<file path="config.mk">
export PLATFORM = sky130hd
export DESIGN_NAME = tt_neuron
export DESIGN_NICKNAME = d
export VERILOG_FILES = /design/src/rtl/tt_neuron.sv
export SDC_FILE = /design/constraint.sdc
export NUM_CORES = 1
export LEC_CHECK = 0
export CORE_MARGIN = 10
export CORE_UTILIZATION = 62
export DETAILED_ROUTE_END_ITERATION = 10
export PLACE_DENSITY = 0.83
export SYNTH_ARGS = -nofsm -noshare
export SYNTH_HDL_FRONTEND = slang
export SYNTH_SLANG_ARGS = --single-unit
</file>
<file path="constraint.sdc">
create_clock -name clk -period 11.75 [get_ports clk]
set_input_delay 2.35 -clock clk [delete_from_list [all_inputs] [get_ports clk]]
set_output_delay 2.35 -clock clk [all_outputs]
set_load 0.02 [all_outputs]
</file>
<file path="src/rtl/tt_neuron.sv">
// tt_neuron: leaky integrate-and-fire neuron with runtime-loaded synapse weights
module tt_neuron (
  input  logic       clk,
  input  logic       rst_n,
  input  logic       ena,
  input  logic [7:0] ui_in,
  input  logic [7:0] uio_in,
  output logic [7:0] uo_out,
  output logic [7:0] uio_out,
  output logic [7:0] uio_oe
);
  logic [7:0] r_w0, r_w1, r_thr, r_u;
  logic [2:0] r_shift;
  logic [3:0] r_refp, r_cnt;
  logic r_spike;
  logic [15:0] w_wts;
  logic signed [9:0] w_sum, w_next;
  logic [7:0] w_leak, w_sat;
  logic w_fire, w_unused;
  assign w_wts = {r_w1, r_w0};
  assign w_unused = &{1'b0, uio_in[2:0]};
  // signed sum of the weights of every active synapse (11 encodes -1)
  always_comb begin
    w_sum = '0;
    for (int i = 0; i < 8; i++)
      if (ui_in[i]) w_sum = w_sum + ((w_wts[2*i+:2] == 2'b11) ? -10'sd1 : $signed({8'd0, w_wts[2*i+:2]}));
  end
  // leak, integrate, clamp to [0,255] and compare against threshold
  always_comb begin
    w_leak = (r_shift == 3'd0) ? r_u : r_u - (r_u >> r_shift);
    w_next = $signed({2'b00, w_leak}) + w_sum;
    w_sat = w_next[9] ? 8'd0 : (w_next[8] ? 8'hFF : w_next[7:0]);
    w_fire = w_sat >= r_thr;
  end
  // configuration register writes
  always_ff @(posedge clk or negedge rst_n) begin
    if (!rst_n) begin
      r_w0 <= 8'h55;
      r_w1 <= 8'h55;
      r_thr <= 8'h10;
      r_shift <= 3'd0;
      r_refp <= 4'd2;
    end else if (ena && uio_in[7]) begin
      if (uio_in[6:4] == 3'd0) r_w0 <= ui_in;
      if (uio_in[6:4] == 3'd1) r_w1 <= ui_in;
      if (uio_in[6:4] == 3'd2) r_thr <= ui_in;
      if (uio_in[6:4] == 3'd3) r_shift <= ui_in[2:0];
      if (uio_in[6:4] == 3'd4) r_refp <= ui_in[3:0];
    end
  end
  // membrane potential, refractory countdown and registered spike
  always_ff @(posedge clk or negedge rst_n) begin
    if (!rst_n) begin
      r_u <= '0;
      r_cnt <= '0;
      r_spike <= 1'b0;
    end else if (!ena || uio_in[7]) begin
      r_spike <= 1'b0;
    end else if (r_cnt != 4'd0) begin
      r_cnt <= r_cnt - 4'd1;
      r_u <= '0;
      r_spike <= 1'b0;
    end else if (w_fire) begin
      r_spike <= 1'b1;
      r_u <= '0;
      r_cnt <= r_refp;
    end else begin
      r_spike <= 1'b0;
      r_u <= w_sat;
    end
  end
  assign uo_out = uio_in[3] ? r_u : {r_u[7:2], r_cnt != 4'd0, r_spike};
  assign uio_out = '0;
  assign uio_oe = '0;
endmodule

</file>
=== After elaboration in Yosys (flattened, before gate mapping) ===
Cells that the tools add are included.

* Register bits after elaboration: 44
* Logic and storage cells: 73

* $add $sub $neg: 10
* $lt $le $gt $ge: 1
* Equality and inequality tests: 12
* Shift-type cells: 1
* Muxes and demuxes: 27
* Bitwise operators: 1
* Reduce and logical (&&, ||, !) cells: 13

{| class="wikitable"
|+ Operator list
! cell !! number
|-
| $mux W10 || 16
|-
| $add A10 B10 Y10 || 7
|-
| $mux W8 || 5
|-
| $eq A2 B2 Y1 const B || 8
|-
| $reduce_and A2 Y1 || 6
|-
| $add A9 B10 Y10 || 1
|-
| $ge A8 B8 Y1 || 1
|-
| $mux W4 || 2
|-
| $shr A8 B3 Y8 || 1
|-
| $sub A8 B8 Y8 || 1
|-
| $eq A3 B2 Y1 const B || 2
|-
| $logic_not A3 Y1 || 2
|-
| $reduce_bool A4 Y1 || 1
|-
| $sub A4 B1 Y4 const B || 1
|-
| $eq A3 B1 Y1 const B || 1
|-
| $eq A3 B3 Y1 const B || 1
|-
| $mux W1 || 3
|-
| $mux W2 || 1
|-
| $reduce_bool A2 Y1 || 1
|-
| $logic_and A1 B1 Y1 || 1
|-
| $logic_not A1 Y1 || 1
|-
| $logic_or A1 B1 Y1 || 1
|-
| $not A1 Y1 || 1
|}

=== Longest topological paths before layout ===
* Depth in word-level cells: 24
* Mapped depth: 60
* Depth with buffers taken out: 58

=== Worst setup path before layout ===
OpenSTA, ideal clock, no wires.

* Kind: input -> register
* Start: input port ui_in[0]
* End: register r_cnt[2]
* Setup time: 0.118 ns
* Arrival time: 12.472 ns
* Data required time: 11.632 ns
* Path slack: -0.840 ns
* Stages on the path: 50
* Buffers on the path: 3
* Cells stage by stage: and2_1 ha_1 fa_1 fa_1 inv_1 fa_1 o21ai_0 ha_1 buf_2 a2111oi_0 a211oi_1 ha_1 xor2_1 and2_1 or2_2 ha_1 or3_1 o22ai_1 [14 not listed] xnor2_1 nand2_1 a21oi_1 a31oi_4 xnor2_2 buf_6 or2_2 ha_1 nand2b_1 a21o_1 a21o_1 a211o_1 a21oi_1 o21ai_0 buf_2 a21oi_1 nor3_1 a21o_1

* Longest elaborated chain between the ends: 21

{| class="wikitable"
|+ RTL lines
! item !! RTL line !! text
|-
| from (decl) || 6 || <nowiki>input logic [7:0] ui_in,</nowiki>
|-
| $mux W10 (*) || 26 || <nowiki>if (ui_in[i]) w_sum = w_sum + ((w_wts[2*i+:2] == 2'b11) ? -10'sd1 : $signed({8'd0, w_wts[2*i+:2]}));</nowiki>
|-
| $add A10 B10 Y10 || 26 ||
|-
| $mux W10 (*) || 26 ||
|-
| $add A10 B10 Y10 || 26 ||
|-
| $mux W10 (*) || 26 ||
|-
| $add A10 B10 Y10 || 26 ||
|-
| $mux W10 (*) || 26 ||
|-
| $add A10 B10 Y10 || 26 ||
|-
| [5 not listed] || - ||
|-
| $add A10 B10 Y10 || 26 ||
|-
| $mux W10 (*) || 26 ||
|-
| $add A9 B10 Y10 (*) || 31 || <nowiki>w_next = $signed({2'b00, w_leak}) + w_sum;</nowiki>
|-
| $mux W8 || 32 || <nowiki>w_sat = w_next[9] ? 8'd0 : (w_next[8] ? 8'hFF : w_next[7:0]);</nowiki>
|-
| $mux W8 (*) || 32 ||
|-
| $ge A8 B8 Y1 (*) || 33 || <nowiki>w_fire = w_sat >= r_thr;</nowiki>
|-
| $reduce_bool A2 Y1 (no source line) (*) || - ||
|-
| $reduce_and A2 Y1 (no source line) (*) || - ||
|-
| to (signal assigned) || 60 || <nowiki>r_cnt <= r_cnt - 4'd1;</nowiki>
|-
| to (signal assigned) || 66 || <nowiki>r_cnt <= r_refp;</nowiki>
|-
| to (decl) || 14 || <nowiki>logic [3:0] r_refp, r_cnt;</nowiki>
|}

Every way passes the cells marked *; elsewhere a longest branch is shown, timed or not.
A chain may end at the register's enable or synchronous reset.

=== Worst setup path after layout ===
Ends and elaborated chain as after synthesis.

==> results.cfg <==
[sta]
timing.final.crit_share_pct = 108
slew_viol_final = 0
skew_ps = 11.9
hold_violations = 0
setup_tns_ps = -10180
rsz0062_at_grt = true
setup_viol = 13
fin_crit_ps = 12640
max_slew_margin_pct = 20.8
fin_ws_ps = -890
tightest_slew_ps = 1190
fmax_ghz = 0.0791

[synth]
yosys.area.top_type = ha_1
synthTopCellsByArea = ha_1, dfrtp_1, mux2_2
synth_cell_type_count = 70
yosys_warnings = 0
synth_seq_area_share_pct = 17.4
yosysTopAreaCellShare_pct = 15.8
synth_edf_count = 0
synthArstFlopShare_pct = 100
syn_inst = 764
synthFlopType = dfrtp_1
avgSynthCellArea_um2 = 8.38
synth.ff_latch_count = 44
synth_area_um2 = 6400

[critical_path]
crit_path_start_kind = primary input
required_ps = 11960
max_stage_delay_ps = 480
worstPathMaxFanout = 7
timing.rr.start = r_w0[0]$_DFFE_PN1P_
critPathKind = in2reg
r2r_slack_ps = 690
cp_top_family = adder cells
end_kind = register
cp-startpoint = ui_in[0]
path_buf_inv = 4
crit_slowest_cell = fa_1
critPathArrivalTime_ps = 12850

[cts]
clkSinkCount = 44
worstSkewPairLatency_ps = 320
clk_path_buf_depth = 2
cts_buffers = 5
root_buffer = clkbuf_8
cts_tree = yes
cts.htree.levels = 2
clk_pin_slew_ps = 90

[hold_path]
min_from = r_refp[1]$_DFFE_PN1P_
hp-class = reg2reg

[job]
drv_cap = 0

[finish]
fin_area_um2 = 8870
drive_gt1_share_pct = 42.3
fin_nets = 1024
syn_to_final_growth_pct = 38.6
antenna_cells = 0
instances_no_fill = 1048

[routing]
vias = 7217
via_per_inst = 6.89
routed_wl_mm = 25.3
drc = 1
post_drt_wl_per_cell_um = 24.1
ant_nets = 0
first_pass_iters = 8
initialDrtViolationCount = 1174

[die]
ios = 43
dieHeight_um = 122
coreArea_um2 = 10200
initial_core_util_pct = 62.8
die_w_um = 122
rows = 37
die_area_um2 = 14800

[place]
io_buffers = 23
dpl-instance-area_um2 = 7880
place_inst = 1016
gp_congestion = 0.872
dpl.hpwl_mm = 14.0

[global_route]
antenna_found_initial = 0
grt_max_degree = 45
grt-ovfl-total = 0
grt_first_pass_wirelength_mm = 32.9
track_usage_pct = 26.7
grt_pass1_vias = 6796

[run_status]
status = finished, violations left
violations = DRC, setup timing
Yosys cell counts (6+ instances only):
cell / instances
a211oi_1: 15
a21o_1: 20
a21oi_1: 53
and2_1: 14
buf_4: 23
clkbuf_1: 25
dfrtp_1: 34
dfstp_2: 10
fa_1: 13
ha_1: 81
inv_1: 37
mux2_2: 49
mux2i_1: 7
nand2_1: 60
nand2b_1: 7
nor2_1: 52
nor2b_1: 9
nor3_1: 13
o21a_1: 15
o21ai_0: 68
o21bai_1: 9
o31ai_1: 7
o41ai_1: 6
or3_1: 6
xnor2_1: 30
xor2_1: 18
cell families (layout without fill, tap and decap cells):
logic type                 count (synthesis)  after routing  share of synthesized area, %
AOI/OAI and AO/OA                        229            229                          23.2
xor gates and xnor gates                  51             51                          7.43
adders and majority gates                 94             94                          19.9
buffers and inverters                     97            230                          7.43
DFF                                       44             44                          17.4
muxes                                     58             58                          10.2
other                                      1             16                        0.0586
and+or+nand+nor                          190            190                          14.4
flip-flops by register name, summed over array words and instances, names as in the netlist:
| name | count |
|---|---|
| r_thr | 8 |
| r_w0 | 8 |
| r_refp | 4 |
| r_u | 8 |
| r_w1 | 8 |
| r_cnt | 4 |
| r_shift | 3 |
| r_spike | 1 |
metal layers:
| layer | track usage [%] | up-vias | part of all wire [%] |
|---|---|---|---|
| met5 | 0 | - | 0 |
| met2 | 48.8 | 595 | 48 |
| met1 | 29.7 | 3418 | 35 |
| li1 | - | 2992 | - |
| met4 | 11.0 | 0 | 7.6 |
| met3 | 5.00 | 212 | 9.1 |
through the flow:
| step | hold WS (ps) | util [%] | setup WS, ps |
|---|---|---|---|
| final | 513 | 87.1 | -890 |
| after global routing | 562 | 87.1 | -1110 |
| after CTS | 513 | 83.7 | -367 |
| after detailed placement | 496 | 77.3 | -1620 |
| after global placement | 468 | 77.3 | -995 |
| after floorplan | 461 | - | -28.5 |
area by class of cell:
class	instances	area, um^2
clock buffer	8	100
multi-input combinational	638	5890
sequential	44	1110
inverter	38	143
fill	429	1320
tap	136	170
timing repair buffer	184	1450
layout by cell type (no fill, tap or decap), types with 12 or more instances in the layout:
| master | Yosys | final |
|---|---|---|
| a21o_1 | 20 | 20 |
| a21oi_1 | 53 | 33 |
| a21oi_2 | 0 | 17 |
| buf_4 | 23 | 157 |
| clkdlybuf4s50_1 | 0 | 21 |
| conb_1 | 1 | 16 |
| dfrtp_1 | 34 | 34 |
| ha_1 | 81 | 47 |
| ha_4 | 0 | 31 |
| inv_1 | 37 | 32 |
| mux2_2 | 49 | 47 |
| nand2_1 | 60 | 57 |
| nor2_1 | 52 | 48 |
| o21a_1 | 15 | 13 |
| o21ai_0 | 68 | 39 |
| o21ai_1 | 1 | 12 |
| o21ai_2 | 0 | 15 |
| xnor2_1 | 30 | 28 |
| xor2_1 | 18 | 16 |
tightest hold or removal path, cell delays in order (launching register included):
cell	delay, ps
dfstp_2	380
nand2_1	40
o21ai_0	80
final timing paths:
kind | to | depth (start not counted)
setup / recovery | r_cnt[2]$_DFFE_PN0P_ | 50
max in group asynchronous | r_w1[3]$_DFFE_PN0P_ | 1
min in group asynchronous | r_u[1]$_DFFE_PN0P_ | 1
setup reg to reg | r_cnt[2]$_DFFE_PN0P_ | 49
hold reg to reg | r_refp[1]$_DFFE_PN1P_ | 2
hold / removal | r_refp[1]$_DFFE_PN1P_ | 2
what timing repair did:
action                     4_1_cts  5_1_grt
setup endpoints to repair       13       13
setup buffers                   16        8
hold buffers                     0        0
pin swaps                       74       69
resized for setup               80       59
Power is not shown: default switching activity piles up to over one toggle a cycle in this logic, so the estimate is an artifact.
==> RTL edit 1, RTL diff (same settings) <==
Add an input register stage for `uio_in`; this delays it by one clock. The other inputs are not delayed to match.
--- a/src/rtl/tt_neuron.sv
+++ b/src/rtl/tt_neuron.sv
@@ -11,2 +11,9 @@
 );
+
+  logic [7:0] uio_q;
+
+  always_ff @(posedge clk) begin
+    uio_q <= uio_in;
+  end
+
   logic [7:0] r_w0, r_w1, r_thr, r_u;
@@ -20,3 +27,3 @@
   assign w_wts = {r_w1, r_w0};
-  assign w_unused = &{1'b0, uio_in[2:0]};
+  assign w_unused = &{1'b0, uio_q[2:0]};
   // signed sum of the weights of every active synapse (11 encodes -1)
@@ -42,8 +49,8 @@
       r_refp <= 4'd2;
-    end else if (ena && uio_in[7]) begin
-      if (uio_in[6:4] == 3'd0) r_w0 <= ui_in;
-      if (uio_in[6:4] == 3'd1) r_w1 <= ui_in;
-      if (uio_in[6:4] == 3'd2) r_thr <= ui_in;
-      if (uio_in[6:4] == 3'd3) r_shift <= ui_in[2:0];
-      if (uio_in[6:4] == 3'd4) r_refp <= ui_in[3:0];
+    end else if (ena && uio_q[7]) begin
+      if (uio_q[6:4] == 3'd0) r_w0 <= ui_in;
+      if (uio_q[6:4] == 3'd1) r_w1 <= ui_in;
+      if (uio_q[6:4] == 3'd2) r_thr <= ui_in;
+      if (uio_q[6:4] == 3'd3) r_shift <= ui_in[2:0];
+      if (uio_q[6:4] == 3'd4) r_refp <= ui_in[3:0];
     end
@@ -56,3 +63,3 @@
       r_spike <= 1'b0;
-    end else if (!ena || uio_in[7]) begin
+    end else if (!ena || uio_q[7]) begin
       r_spike <= 1'b0;
@@ -71,3 +78,3 @@
   end
-  assign uo_out = uio_in[3] ? r_u : {r_u[7:2], r_cnt != 4'd0, r_spike};
+  assign uo_out = uio_q[3] ? r_u : {r_u[7:2], r_cnt != 4'd0, r_spike};
   assign uio_out = '0;
Behaviour: not the same (Yosys sat finds a counterexample within 4 cycles, from zero or initial values and one cycle with rst_n low).
==> RTL edit 1 against the unedited design <==
The flow finishes with violations (setup timing). Global-route usage decreased by 1.6 points. Area after synthesis is 5.8% higher. Largest cell class unchanged. Highest routed layer unchanged. Non-clock buffer count increased by 4. Sequential cell count is 5 higher. Cell area increased by 3.1%. Via count rose by 3.2%. Wire length is 1.0% lower. Synthesized cell count rose by 6.0%. Worst setup slack worse by 0.19 ns.
Power is left out: the tool's default activity adds up to more than one toggle a clock period on the data nets, which glitch-free logic cannot reach.
==> RTL edit 1: results <==
grt:
  grt_use_met1: 0.264
  grt_first_pass_wirelength_mm: 33.5
  grt_pass1_vias: 7143
  track_usage: 0.251
setup_path:
  ff2ff_path_depth: 55
  max_stage_delay_ns: 0.59
  cp_max_fo: 8
  reg2reg_to: "r_u[6]"
  r2r_slack_ns: 0.44
  worst_path_dominant_cell_family: "compound AO/OA/AOI/OAI gates"
worst_hold_path:
  holdPathEnd: "r_w0[2]"
  min_from: "r_w0[2]"
clock_tree:
  clkSinkCount: 49
  ctsResizeCount: 58
final_layout:
  nNonClkInverters: 43
  clk_share: 0.0104
  multi_input_cells: 670
  fin_nets: 1070
  multi_input_area_share: 0.658
  bufAreaShareNonClock: 0.162
  buffers_excl_clock: 188
  drive_above_1_share: 0.397
synthesis:
  synth.area.top_cells: "ha_1 15%, dfrtp_1 13%, mux2_2 8.7%"
  async_reset_ff_frac: 0.898
  ys_types: 75
  synth_seq_area_share: 0.179
route:
  drt_iter0_drc: 832
  wl_met2_mm: 12.3
  wl_mm: 25.0
  via_per_inst: 6.78
  drtPass1Iterations: 7
run_status:
  violations: "setup timing"
  status: "finished, violations left"
sta:
  tightest_slew_ns: 0.976
  setup_viol: 13
  post-route-worst-setup-slack_ns: -1.08
  skew_ns: 0.00690
==> RTL edit 1: cells by family (layout without fill, tap and decap cells) <==
logic type                 after synthesis  count (layout)  share of synthesized area
AOI/OAI and AO/OA                      247             247                      0.239
xor gates and xnor gates                41              41                     0.0595
DFF                                     49              49                      0.179
other                                    1              16                   0.000554
muxes                                   69              69                      0.116
buffers and inverters                  106             239                     0.0730
adders and majority gates               94              94                      0.188
and+or+nand+nor                        203             203                      0.144
==> RTL edit 1: through the flow <==
step | instances | util | hold slack, ns | cell area, µm² | TNS (ns)
floorplan | 825 | - | 0.450 | 7040 | -0.0610
global placement | 1051 | 0.749 | 0.478 | 8050 | -14.76
detailed placement | 1051 | 0.749 | 0.496 | 8050 | -21.22
CTS | 1084 | 0.800 | 0.516 | 8600 | -4.37
global route | 1098 | 0.851 | 0.557 | 9140 | -15.83
finish | 1098 | 0.851 | 0.547 | 9140 | -13.36
==> RTL edit 2, RTL diff (config.mk and constraints unchanged) <==
Made on the original files. Register the output `uo_out`, with the module's reset; this adds one clock of latency there. The other outputs are not delayed to match.
--- a/src/rtl/tt_neuron.sv
+++ b/src/rtl/tt_neuron.sv
@@ -71,3 +71,9 @@
   end
-  assign uo_out = uio_in[3] ? r_u : {r_u[7:2], r_cnt != 4'd0, r_spike};
+  always_ff @(posedge clk or negedge rst_n) begin
+    if (!rst_n) begin
+      uo_out <= '0;
+    end else begin
+      uo_out <= uio_in[3] ? r_u : {r_u[7:2], r_cnt != 4'd0, r_spike};
+    end
+  end
   assign uio_out = '0;
Behaviour: not the same (Yosys sat finds a counterexample within 4 cycles, from zero or initial values and one cycle with rst_n low).
==> RTL edit 2 against the unedited design <==
The run ends with setup timing left. Die area grew 2.3%. Worst setup slack lost 0.22 ns. Area after synthesis grew 2.7%. Highest routed layer unchanged. Critical path type unchanged. Cell area grew 1.9%. Non-clock buffer count grew 20. Sequential cell count grew 8. Wire length shrank 2.2%. Count of clock-buffer cells in the layout shrank 2.
Power is not shown: default switching activity piles up to over one toggle a cycle in this logic, so the estimate is an artifact.
==> RTL edit 2: results <==
final_layout:
  stdcell_area_mm2: 0.00904
  fillerInstances: 421
  drive_above_1_share: 0.402
  fin_nets: 1053
setup_path:
  reg2reg_to: "r_u[6]"
  ff2ff_path_depth: 47
  crit_slowest_cell: "xnor3_2"
  cp_max_fo: 8
  max_stage_delay_ns: 0.50
  r2r_slack_ns: 0.47
  worstPathArrival_ns: 13.08
grt:
  grt_first_pass_wirelength_mm: 34.8
  grt_pass1_vias: 7103
  track_usage: 0.283
  grt_max_degree: 53
synthesis:
  ys_types: 62
  synth_seq_area_share: 0.200
  synth_commonest_cells: "81 x ha_1, 63 x o21ai_0, 62 x nand2_1"
  avgSynthCellArea_um2: 8.58
  synth.area.top_cells: "dfrtp_1 16%, ha_1 15%, mux2_2 8.4%"
placed_design:
  dp.cells: 1017
  dp_slack_ns: -1.72
  dp_hpwl_mm: 13.7
  placed_cell_area_mm2: 0.00793
  gp_congestion: 0.869
sta:
  skew_ns: 0.00445
  whs_ns: 0.510
  max_slew_margin: 0.235
  post-route-worst-setup-slack_ns: -1.11
  setup_viol: 13
  final.setup.tns_ns: -13.24
route:
  drtPass1Iterations: 5
  drt_iter0_drc: 882
  vias: 7243
  wl_mm: 24.7
run_status:
  violations: "setup timing"
  status: "finished, violations left"
floorplan:
  die_w_um: 123
worst_hold_path:
  holdPathEnd: "uo_out[0]"
  min_from: "r_spike"
  whs_path_depth: 1
run:
  maxCapViolCount: 0
## RTL edit 2: cell count changes after synthesis, moves of 5 or more
cell / change
dfrtp_1: +8
a211oi_1: -7
buf_4: -6
mux2_4: +6
nand2b_1: +6
o41ai_1: -6
o21ai_0: -5
## RTL edit 2: kinds of logic after synthesis
kind of cell	after synthesis	synth area share
AOI/OAI and AO/OA	221	0.216
xor gates and xnor gates	51	0.0733
adders and majority gates	94	0.194
buffers and inverters	93	0.0647
DFF	52	0.200
muxes	67	0.117
other	1	0.000571
and+or+nand+nor	187	0.135
## RTL edit 2: how the worst max path moves through the flow
stage	from	to	slack, ns	cells after the start
floorplan	ui_in[0]	r_u[1]	-0.17	53
global placement	ui_in[0]	r_u[1]	-1.15	54
CTS	ui_in[0]	r_u[0]	-0.51	46
finish	ui_in[0]	r_u[6]	-1.11	52
global route	ui_in[0]	r_u[3]	-1.30	52
detailed placement	ui_in[0]	r_u[1]	-1.72	54
## RTL edit 2: what timing repair did
action,CTS,global route
endpoints found under the setup margin,13,13
pin swaps,59,35
hold endpoints to repair,0,0
gates resized for setup,89,33
gates cloned,0,0
buffers inserted,39,15
## RTL edit 2: cell type report
class,count,share of cell area
Timing Repair Buffer,204,0.177
Clock inverter,2,0.00388
Sequential cell,52,0.145
Inverter,41,0.0173
Tap cell,136,0.0188
Clock buffer,6,0.00803
Multi-Input combinational cell,636,0.629
## RTL edit 2: routing by layer
layer  vias up  track usage  wire, µm
met2       550        0.499     11800
li1       3048            -         -
met4         0        0.165      2010
met3       215       0.0433      2110
met1      3430        0.319      8820
met5         -            0         0
